### config.mk
export PLATFORM = sky130hd
export DESIGN_NAME = if_stage
export DESIGN_NICKNAME = d
export VERILOG_FILES = /design/src/rtl/if_stage.sv
export SDC_FILE = /design/constraint.sdc
export NUM_CORES = 1
export LEC_CHECK = 0
export ABC_AREA = 1
export BUFFER_PORTS_ARGS = -buffer_cell sky130_fd_sc_hd__buf_2
export CORE_ASPECT_RATIO = 1.75
export CORE_UTILIZATION = 30
export DETAILED_ROUTE_END_ITERATION = 16
export PLACE_DENSITY = 0.48
export SETUP_SLACK_MARGIN = 0.4
export SYNTH_ARGS = -nofsm -noshare
export SYNTH_HDL_FRONTEND = slang
export SYNTH_SLANG_ARGS = --single-unit
### constraint.sdc
create_clock -name clk -period 2.2 [get_ports clk]
set_input_delay 0.44 -clock clk [delete_from_list [all_inputs] [get_ports clk]]
set_output_delay 0.44 -clock clk [all_outputs]
set_load 0.02 [all_outputs]
### src/rtl/if_stage.sv
// Instruction fetch stage: request issue, in-order response FIFO, wrong-path kill and predecode.
// Define STATIC_BP_EN to enable backward-taken/forward-not-taken static branch prediction.
module if_stage #(
    parameter logic [31:0] RESET_PC = 32'h0000_0000
) (
    input  logic        clk,
    input  logic        rst,

    output logic        imem_req_o,
    output logic [31:0] imem_addr_o,
    input  logic        imem_gnt_i,
    input  logic        imem_rvalid_i,
    input  logic [31:0] imem_rdata_i,

    input  logic        redirect_i,
    input  logic [31:0] redirect_pc_i,
    input  logic        stall_i,

    output logic        valid_o,
    output logic [31:0] inst_o,
    output logic [31:0] pc_o,
    output logic [31:0] pc4_o,
    output logic [31:0] predict_pc_o,
    output logic        is_conditional_branch_o,
    output logic        is_jal_o,
    output logic        is_jalr_o,
    output logic        predict_taken_o
);

    localparam int unsigned XLEN  = 32;
    localparam int unsigned CNT_W = 2;
    localparam int unsigned SUM_W = CNT_W + 1;
    localparam int unsigned DEPTH = 2;

    localparam logic [XLEN-1:0] NOP_INST   = 32'h0000_0013;
    localparam logic [6:0]      OPC_BRANCH = 7'b1100011;
    localparam logic [6:0]      OPC_JAL    = 7'b1101111;
    localparam logic [6:0]      OPC_JALR   = 7'b1100111;

    typedef struct packed {
        logic [XLEN-1:0] inst;
        logic [XLEN-1:0] pc;
        logic [XLEN-1:0] pc4;
        logic [XLEN-1:0] predict_pc;
        logic            is_cond_br;
        logic            is_jal;
        logic            is_jalr;
        logic            predict_taken;
    } fetch_entry_t;

    localparam fetch_entry_t RESET_ENTRY = '{
        inst:          NOP_INST,
        pc:            '0,
        pc4:           '0,
        predict_pc:    '0,
        is_cond_br:    1'b0,
        is_jal:        1'b0,
        is_jalr:       1'b0,
        predict_taken: 1'b0
    };

    logic [XLEN-1:0]  fetch_pc_q, fetch_pc_d;
    logic [XLEN-1:0]  resp_pc_q, resp_pc_d;
    logic [CNT_W-1:0] outstanding_q, outstanding_d;
    logic [CNT_W-1:0] kill_cnt_q, kill_cnt_d;
    logic [CNT_W-1:0] count_q, count_d;
    fetch_entry_t     slot0_q, slot0_d;
    fetch_entry_t     slot1_q, slot1_d;

    fetch_entry_t     new_entry;
    logic [6:0]       opcode;
    logic [SUM_W-1:0] occupancy;
    logic             grant;
    logic             rsp;
    logic             push;
    logic             pop;
    logic             pred_redirect;

    // Predecode of the arriving response; resp_pc_q is the pc of the next surviving response.
    always_comb begin
`ifdef STATIC_BP_EN
        logic [XLEN-1:0] imm_b;
        logic [XLEN-1:0] imm_j;
`endif
        opcode                   = imem_rdata_i[6:0];
        new_entry                = RESET_ENTRY;
        new_entry.inst           = imem_rdata_i;
        new_entry.pc             = resp_pc_q;
        new_entry.pc4            = resp_pc_q + 32'd4;
        new_entry.is_cond_br     = (opcode == OPC_BRANCH);
        new_entry.is_jal         = (opcode == OPC_JAL);
        new_entry.is_jalr        = (opcode == OPC_JALR);
`ifdef STATIC_BP_EN
        imm_b = {{20{imem_rdata_i[31]}}, imem_rdata_i[7], imem_rdata_i[30:25],
                 imem_rdata_i[11:8], 1'b0};
        imm_j = {{12{imem_rdata_i[31]}}, imem_rdata_i[19:12], imem_rdata_i[20],
                 imem_rdata_i[30:21], 1'b0};
        new_entry.predict_taken  = (new_entry.is_cond_br && imm_b[XLEN-1]) || new_entry.is_jal;
        if (new_entry.predict_taken) begin
            new_entry.predict_pc = resp_pc_q + (new_entry.is_jal ? imm_j : imm_b);
        end else begin
            new_entry.predict_pc = new_entry.pc4;
        end
`else
        new_entry.predict_taken  = 1'b0;
        new_entry.predict_pc     = new_entry.pc4;
`endif
    end

    // Handshake qualifiers; responses with nothing outstanding are ignored.
    always_comb begin
        occupancy     = SUM_W'(outstanding_q) + SUM_W'(count_q);
        imem_req_o    = !rst && (kill_cnt_q == '0) && (occupancy < SUM_W'(DEPTH));
        grant         = imem_req_o && imem_gnt_i;
        rsp           = imem_rvalid_i && (outstanding_q != '0);
        push          = rsp && (kill_cnt_q == '0) && !redirect_i;
        pop           = valid_o && !stall_i;
        pred_redirect = push && new_entry.predict_taken;
        outstanding_d = outstanding_q + CNT_W'(grant) - CNT_W'(rsp);
    end

    // Fetch pc and kill bookkeeping: redirect beats predicted redirect beats sequential.
    always_comb begin
        fetch_pc_d = fetch_pc_q;
        resp_pc_d  = resp_pc_q;
        kill_cnt_d = kill_cnt_q;

        if (grant) begin
            fetch_pc_d = fetch_pc_q + 32'd4;
        end
        if (rsp && (kill_cnt_q != '0)) begin
            kill_cnt_d = kill_cnt_q - CNT_W'(1);
        end
        if (push) begin
            resp_pc_d = new_entry.predict_pc;
        end
        if (pred_redirect) begin
            fetch_pc_d = new_entry.predict_pc;
            kill_cnt_d = outstanding_d;
        end
        if (redirect_i) begin
            fetch_pc_d = redirect_pc_i;
            resp_pc_d  = redirect_pc_i;
            kill_cnt_d = outstanding_d;
        end
    end

    // Two-entry FIFO, slot0 is the head; a drained head keeps its last contents.
    always_comb begin
        slot0_d = slot0_q;
        slot1_d = slot1_q;
        count_d = count_q;

        if (pop) begin
            if (count_q == CNT_W'(DEPTH)) begin
                slot0_d = slot1_q;
            end
            count_d = count_q - CNT_W'(1);
        end
        if (push && (count_d != CNT_W'(DEPTH))) begin
            if (count_d == '0) begin
                slot0_d = new_entry;
            end else begin
                slot1_d = new_entry;
            end
            count_d = count_d + CNT_W'(1);
        end
        if (redirect_i) begin
            count_d = '0;
        end
    end

    always_ff @(posedge clk) begin
        if (rst) begin
            fetch_pc_q    <= RESET_PC;
            resp_pc_q     <= RESET_PC;
            outstanding_q <= '0;
            kill_cnt_q    <= '0;
            count_q       <= '0;
            slot0_q       <= RESET_ENTRY;
            slot1_q       <= RESET_ENTRY;
        end else begin
            fetch_pc_q    <= fetch_pc_d;
            resp_pc_q     <= resp_pc_d;
            outstanding_q <= outstanding_d;
            kill_cnt_q    <= kill_cnt_d;
            count_q       <= count_d;
            slot0_q       <= slot0_d;
            slot1_q       <= slot1_d;
        end
    end

    assign imem_addr_o             = {fetch_pc_q[XLEN-1:2], 2'b00};
    assign valid_o                 = (count_q != '0);
    assign inst_o                  = slot0_q.inst;
    assign pc_o                    = slot0_q.pc;
    assign pc4_o                   = slot0_q.pc4;
    assign predict_pc_o            = slot0_q.predict_pc;
    assign is_conditional_branch_o = slot0_q.is_cond_br;
    assign is_jal_o                = slot0_q.is_jal;
    assign is_jalr_o               = slot0_q.is_jalr;
    assign predict_taken_o         = slot0_q.predict_taken;

endmodule

==> results.md, run 1 <==
* Measured slew at the worst slew-check pin at 1.216 ns
* Clk root buf: clkbuf_16
* IO Pins at 236
* DP Wirelength at 35230 µm
* Crit path launch type: flop
* Maximum vdd drop at 762.7 µV
* Tmin final at 2.342 ns
* WS Path Type: flop to flop
* RSZ-0062 raised after global routing: yes
* Slowest-stage cell, CP: fa_1
* Seq cells post-synth at 297
* Worst-skew pair later-pin latency at 0.58 ns
* Final routed DRC violation total at 0
* Violated checks: setup timing
* Clock-pin slew on the worst setup and hold paths at 0.06 ns
* Pleak at 0.008498 µW
* Nets at 2373
* Largest net degree at the start of global routing at 134
* Cell Rows at 102
* Syn avg cell area at 6.794 µm²
* ANT nets after route at 0
* Share of cells above drive strength 1 at 0.2280
* Die H at 283.3 µm
* Routed WL at 53770 µm
* DRT Pass-1 Iters at 5
* DR iter-0 viols at 777
* Crit path cell chain: nand2_1 -> inv_1 -> fa_1 -> nor2_4 -> buf_6 -> nand4_4 -> ha_4 -> inv_2 -> ha_4 -> xnor2_4 -> xnor2_1 -> inv_1 -> o31ai_1
* Max Slew Vio Count at 0
* Most common cell after layout, fill and taps aside: nand2_1
* Initial antenna violation count at 0
* Worst Path Required at 2.68 ns
* Syn Inst Count at 1996
* Hold/Removal Path Class: primary input to flop
* IO buf count at 233
* Sequential share of the synthesized area at 0.4384
* Global-route wire length before repair at 76950 µm
* Die Wd at 162.7 µm
* Leading cell types in the layout, fill and taps excluded: nand2_1 (551), dfxtp_1 (294), nor2_1 (244), buf_2 (234), a21oi_1 (212)
* Crit share post-route at 1.064
* Biggest cell delay along the critical path at 0.48 ns
* Worst r2r src: count_q[0]$_SDFF_PP0_
* Pwr/cell area at 910.0 nW/µm²
* CP endpoint kind: flop
* H-tree levels at 1
* CTS tree: yes
* F_max at 427.0 MHz
* Wire per inst at 18.62 µm
* Via count at 14091
* GRT Util Overall at 0.2171
* Status: finished with violations
* Grt ovf at 0
* HP Start: redirect_pc_i[0]
* Die area at 46090 µm²
* Setup violators final at 114
* Vias in the first global route at 13167
* Max clock buf depth at 3
* Area grow syn2layout at 36.60%
* Max-Cap Viols at 0
* Vias per cell at 4.879
* Total clock sinks at 297
* Cts bufs inserted at 31
* Worst-path fanout max at 2
* Clock Skew at 0.01786 ns
* Area of the core at 44410 µm²
* Synth unique cells at 41
* Initial Util at 0.3054
* RePlAce Congestion at 0.9261
* Ys Warns at 0
* Placed cells at 2758
* Cell Area, Synth at 13560 µm²
* Finished Layout Cells at 2888
* Final Hold Vio Count at 0
* Setup TNS at -4.508 ns
* Fin worst setup slack at -0.1419 ns
* Total power draw at 16860 µW
* Worst path arrival time at 2.82 ns
* Slew margin rel. at 0.1864
* WHS at 0.1057 ns
* Inserted Diodes at 0
* R2r setup slk at -0.14 ns
* Worst Setup SP: count_q[0]$_SDFF_PP0_
==> routing by layer <==
layer	part of all wire	track usage	wire length, µm
met1	0.38	0.2417	20660
met2	0.53	0.4137	28520
met3	0.044	0.02328	2379
met4	0.041	0.07804	2209
met5	0	0	0
==> report_power, final <==
part           internal (µW)  switching (µW)
logic                   1910            2650
registers               5940             402
clock network           3590            2360
==> synth_stat cells <==
cell / instances / area (µm²)
dfxtp_1: 297 / 5946
nand2_2: 1 / 6.260
buf_1: 6 / 22.52
mux2i_1: 1 / 10.01
nand3_2: 1 / 10.01
xor2_1: 19 / 166.4
o21ai_1: 56 / 280.3
nor3_1: 2 / 10.01
nand2_1: 560 / 2102
xor2_2: 1 / 16.27
nor2_1: 252 / 945.9
or2_2: 1 / 6.260
nand3_1: 67 / 335.3
buf_4: 15 / 112.6
conb_1: 1 / 3.750
o22ai_1: 3 / 18.77
nor2_2: 4 / 25.02
a31oi_1: 16 / 100.1
inv_2: 7 / 26.28
clkbuf_1: 41 / 153.9
clkbuf_2: 1 / 5.000
o21ai_0: 176 / 880.8
ha_1: 9 / 112.6
a21oi_1: 218 / 1091
a211oi_1: 3 / 22.52
o211ai_1: 4 / 30.03
o211a_1: 1 / 10.01
o31ai_1: 1 / 7.510
buf_2: 51 / 255.2
nor4_1: 3 / 18.77
xnor2_1: 4 / 35.03
o21bai_1: 2 / 15.01
nand4_1: 6 / 37.54
inv_1: 153 / 574.3
nand4_4: 2 / 42.54
nor3b_1: 2 / 15.01
nor2_4: 5 / 56.30
nor3_2: 1 / 10.01
nand3_4: 1 / 17.52
fa_1: 1 / 20.02
a21boi_0: 1 / 7.510
==> metrics by stage <==
step           utilization  worst slack, ns  area [µm²]
6_report            0.4171          -0.1419       18530
5_1_grt             0.4171          -0.2685       18530
4_1_cts             0.3966          -0.1922       17610
3_5_place_dp        0.3540         -0.05203       15720
3_3_place_gp        0.3540         -0.02988       15720
2_1_floorplan            -         0.004146       13780
==> registers in the layout, indices dropped and copies added, names as in the netlist <==
name	cells
kill_cnt_q	2
predict_pc_o	32
predict_taken_o	1
slot1_q	97
is_jalr_o	1
pc_o	32
outstanding_q	2
is_conditional_branch_o	1
is_jal_o	1
resp_pc_q	32
pc4_o	32
inst_o	32
fetch_pc_q	30
count_q	2
==> worst paths after layout <==
path                                end  cells past startpoint
max          kill_cnt_q[1]$_SDFFE_PP0P_                     13
min           resp_pc_q[0]$_SDFFE_PP0P_                      3
max reg2reg  kill_cnt_q[1]$_SDFFE_PP0P_                     13
min reg2reg  predict_taken_o$_SDFF_PP0_                      2
==> final cells by class <==
| type | instances | area, µm² |
|---|---|---|
| Clock buffer | 38 | 862.1 |
| Clock inverter | 18 | 274.0 |
| Fill cell | 4645 | 25890 |
| Inverter | 160 | 621.8 |
| Multi-Input combinational cell | 1426 | 6850 |
| Sequential cell | 297 | 5952 |
| Tap cell | 572 | 715.7 |
| Timing Repair Buffer | 376 | 3242 |
| Timing Repair inverter | 1 | 7.507 |
==> what timing repair did <==
action                                  4_1_cts  5_1_grt
endpoints found under the setup margin      270      295
buffers inserted                             21       24
pin swaps                                     8       26
cloned                                       13       16
hold buffers                                  0        0
resized for setup                            57      126
==> critical path, delay by kind of cell, from the launching register on <==
family	cells	cell delay, ns
AO/OA/AOI/OAI	1	0.19
buffers and inverters	4	0.25
adder cells (fa/ha/maj)	3	0.93
XOR/XNOR	2	0.27
flip-flops	1	0.33
AND/OR/NAND/NOR	3	0.27
==> cells by family after synthesis <==
kind of cell | Yosys count | synth area share
flops | 297 | 0.4384
mux | 1 | 0.0007381
fa+ha+maj | 10 | 0.009780
compound gates | 481 | 0.1817
buf+inv | 274 | 0.08479
xor+xnor | 24 | 0.01605
other cells | 1 | 0.0002765
simple gates | 908 | 0.2683
Note: power is estimated with default switching activity, not from simulation.
==> run 2: changes to the inputs <==
- ABC_AREA: 1 -> unset
- PLACE_DENSITY: 0.48 -> unset
- PLACE_DENSITY_LB_ADDON: unset -> 0.05
==> results.md, run 2 <==
* Status: finished with violations
* Violated checks: setup timing
* Seq cells post-synth at 297
* Worst Path Required at 1.76 ns
* Clock Skew at 0.01241 ns
* Top-area cell type share of the netlist area at 0.4591
* Area of the core at 42540 µm²
* Main synth FF type: dfxtp_1
* Routed WL at 48260 µm
* Crit path launch type: flop
* Largest register by flop count: slot1_q
* Area of the multi-input gates at 7741 µm²
* Max reg flops at 97
* CTS Hold Bufs at 0
* Die area at 44030 µm²
* Grt ovf at 0
* Die H at 276.8 µm
* Number of fill cells at 4355
* Nets at 1984
* Synth unique cells at 53
* GRT Util Overall at 0.2108
* Synth top cells by count: nand2_1 (357), dfxtp_1 (297), a21oi_1 (151)
* Inserted Diodes at 0
* Most common cell in the netlist: nand2_1
* Ranking of synthesized cells by area: dfxtp_1 (46%), nand2_1 (10%), a21oi_1 (5.8%)
* DR iter-0 viols at 647
* Initial antenna violation count at 0
* Cell Area, Synth at 12950 µm²
* Total clock sinks at 297
* Pwr/cell area at 894.6 nW/µm²
* F_max at 363.6 MHz
* Cell Rows at 100
* Largest area contributor in the netlist: dfxtp_1
* Global-route wire length before repair at 72610 µm
* Worst-path fanout max at 2
* Max-Cap Viols at 0
* Crit share post-route at 1.250
* Clk root buf: clkbuf_16
* Finished Layout Cells at 2488
* Tmin final at 2.751 ns
* CP endpoint kind: primary output
* WHS at 0.1161 ns
* Max Slew Vio Count at 0
* DP Wirelength at 29350 µm
* Final Hold Vio Count at 0
* Register area at 5949 µm²
* Final routed DRC violation total at 0
* Measured slew at the worst slew-check pin at 1.263 ns
* Via count at 12352
* IO buf count at 233
* Post-synth EDFFs at 0
* Post-Place Worst Slack at -0.5530 ns
* Post-synth ARST share at 0
* Fin worst setup slack at -0.5506 ns
* RePlAce Congestion at 0.8065
* Share of cells above drive strength 1 at 0.3669
* Leading cell types in the layout, fill and taps excluded: nand2_1 (344), dfxtp_1 (294), buf_2 (231), a21oi_1 (126), buf_4 (104)
* Syn Inst Count at 1592
* H-tree levels at 1
* Vias in the first global route at 12072
* Max clock buf depth at 3
* Placed cells at 2373
* Largest net degree at the start of global routing at 208
* Slew margin rel. at 0.1577
* Maximum vdd drop at 472.5 µV
* Pleak at 0.007488 µW
* DRT Pass-1 Iters at 5
* Worst path arrival time at 2.31 ns
* ANT nets after route at 0
* Clock-pin slew on the worst setup and hold paths at 0.06 ns
* Most common cell after layout, fill and taps aside: nand2_1
* Initial Util at 0.3044
* Syn avg cell area at 8.134 µm²
* Total power draw at 17100 µW
* Cts bufs inserted at 31
* WS Path Type: flop to primary output
* CTS tree: yes
* Die Wd at 159.1 µm
* Sequential share of the synthesized area at 0.4591
* IO Pins at 236
* Wire per inst at 19.40 µm
* Hold/Removal Path Class: primary input to flop
* Vias per cell at 4.965
* Setup violators final at 245
* Area grow syn2layout at 47.57%
* Ys Warns at 0
* Worst-skew pair later-pin latency at 0.57 ns
* RSZ-0062 raised after global routing: yes
-- run 2: cell type report --
type | instances | share of cell area
Inverter | 41 | 0.008249
Multi-Input combinational cell | 1119 | 0.4051
Sequential cell | 297 | 0.3113
Tap cell | 561 | 0.03673
Timing Repair Buffer | 414 | 0.1878
Clock buffer | 42 | 0.04537
Clock inverter | 14 | 0.005500
-- run 2: metrics by stage --
step	setup TNS, ns	instance area, µm²	util
floorplan	-38.13	13000	-
global placement	-64.59	15510	0.3645
detailed placement	-69.41	15510	0.3645
CTS	-59.80	18280	0.4297
global route	-93.78	19110	0.4492
finish	-59.62	19110	0.4492
-- run 2: cells by family (layout without fill, tap and decap cells) --
group	count (synthesis)	after routing	synth area share
compound gates	355	355	0.1843
xor+xnor	89	89	0.06019
fa+ha+maj	10	10	0.01024
buf+inv	179	511	0.05478
flops	297	297	0.4591
mux	10	10	0.008116
other cells	1	2	0.0002896
simple gates	651	653	0.2229
-- run 2: worst max-delay path: stages, from the launching register on --
cell	delay, ns
dfxtp_2	0.32
and2_4	0.15
fa_1	0.43
or4b_4	0.52
clkinvlp_4	0.12
buf_6	0.10
buf_6	0.11
-- run 2: worst paths after layout --
path,start,to,slack [ns],cells past startpoint
max,count_q[0]$_SDFF_PP0_,imem_req_o,-0.55,6
min,imem_rdata_i[14],slot1_q[114]$_SDFFE_PP0P_,0.12,3
min reg2reg,predict_taken_o$_SDFF_PP0_,predict_taken_o$_SDFF_PP0_,0.44,2
max reg2reg,count_q[0]$_SDFF_PP0_,kill_cnt_q[1]$_SDFFE_PP0P_,-0.52,13
-- run 2: power by group --
| group | total (µW) | internal (µW) | leakage [µW] | switching, µW |
|---|---|---|---|---|
| Sequential | 6370 | 5970 | 0.00242 | 398 |
| Clock | 5170 | 2870 | 0.000487 | 2300 |
| Combinational | 5560 | 2560 | 0.00458 | 2990 |
-- run 2: layer usage --
| layer | GRT usage | up-vias | wire length (µm) |
|---|---|---|---|
| met4 | 0.06558 | 0 | 1059 |
| met5 | 0 | - | 0 |
| met1 | 0.2515 | 5932 | 20150 |
| li1 | - | 6115 | - |
| met3 | 0.02426 | 49 | 1515 |
| met2 | 0.3895 | 256 | 25530 |
-- run 2: repair_timing --
action | in CTS | in global routing
cloned | 22 | 6
setup buffers | 22 | 9
resized for setup | 225 | 123
setup endpoints to repair | 290 | 293
pin swaps | 39 | 31
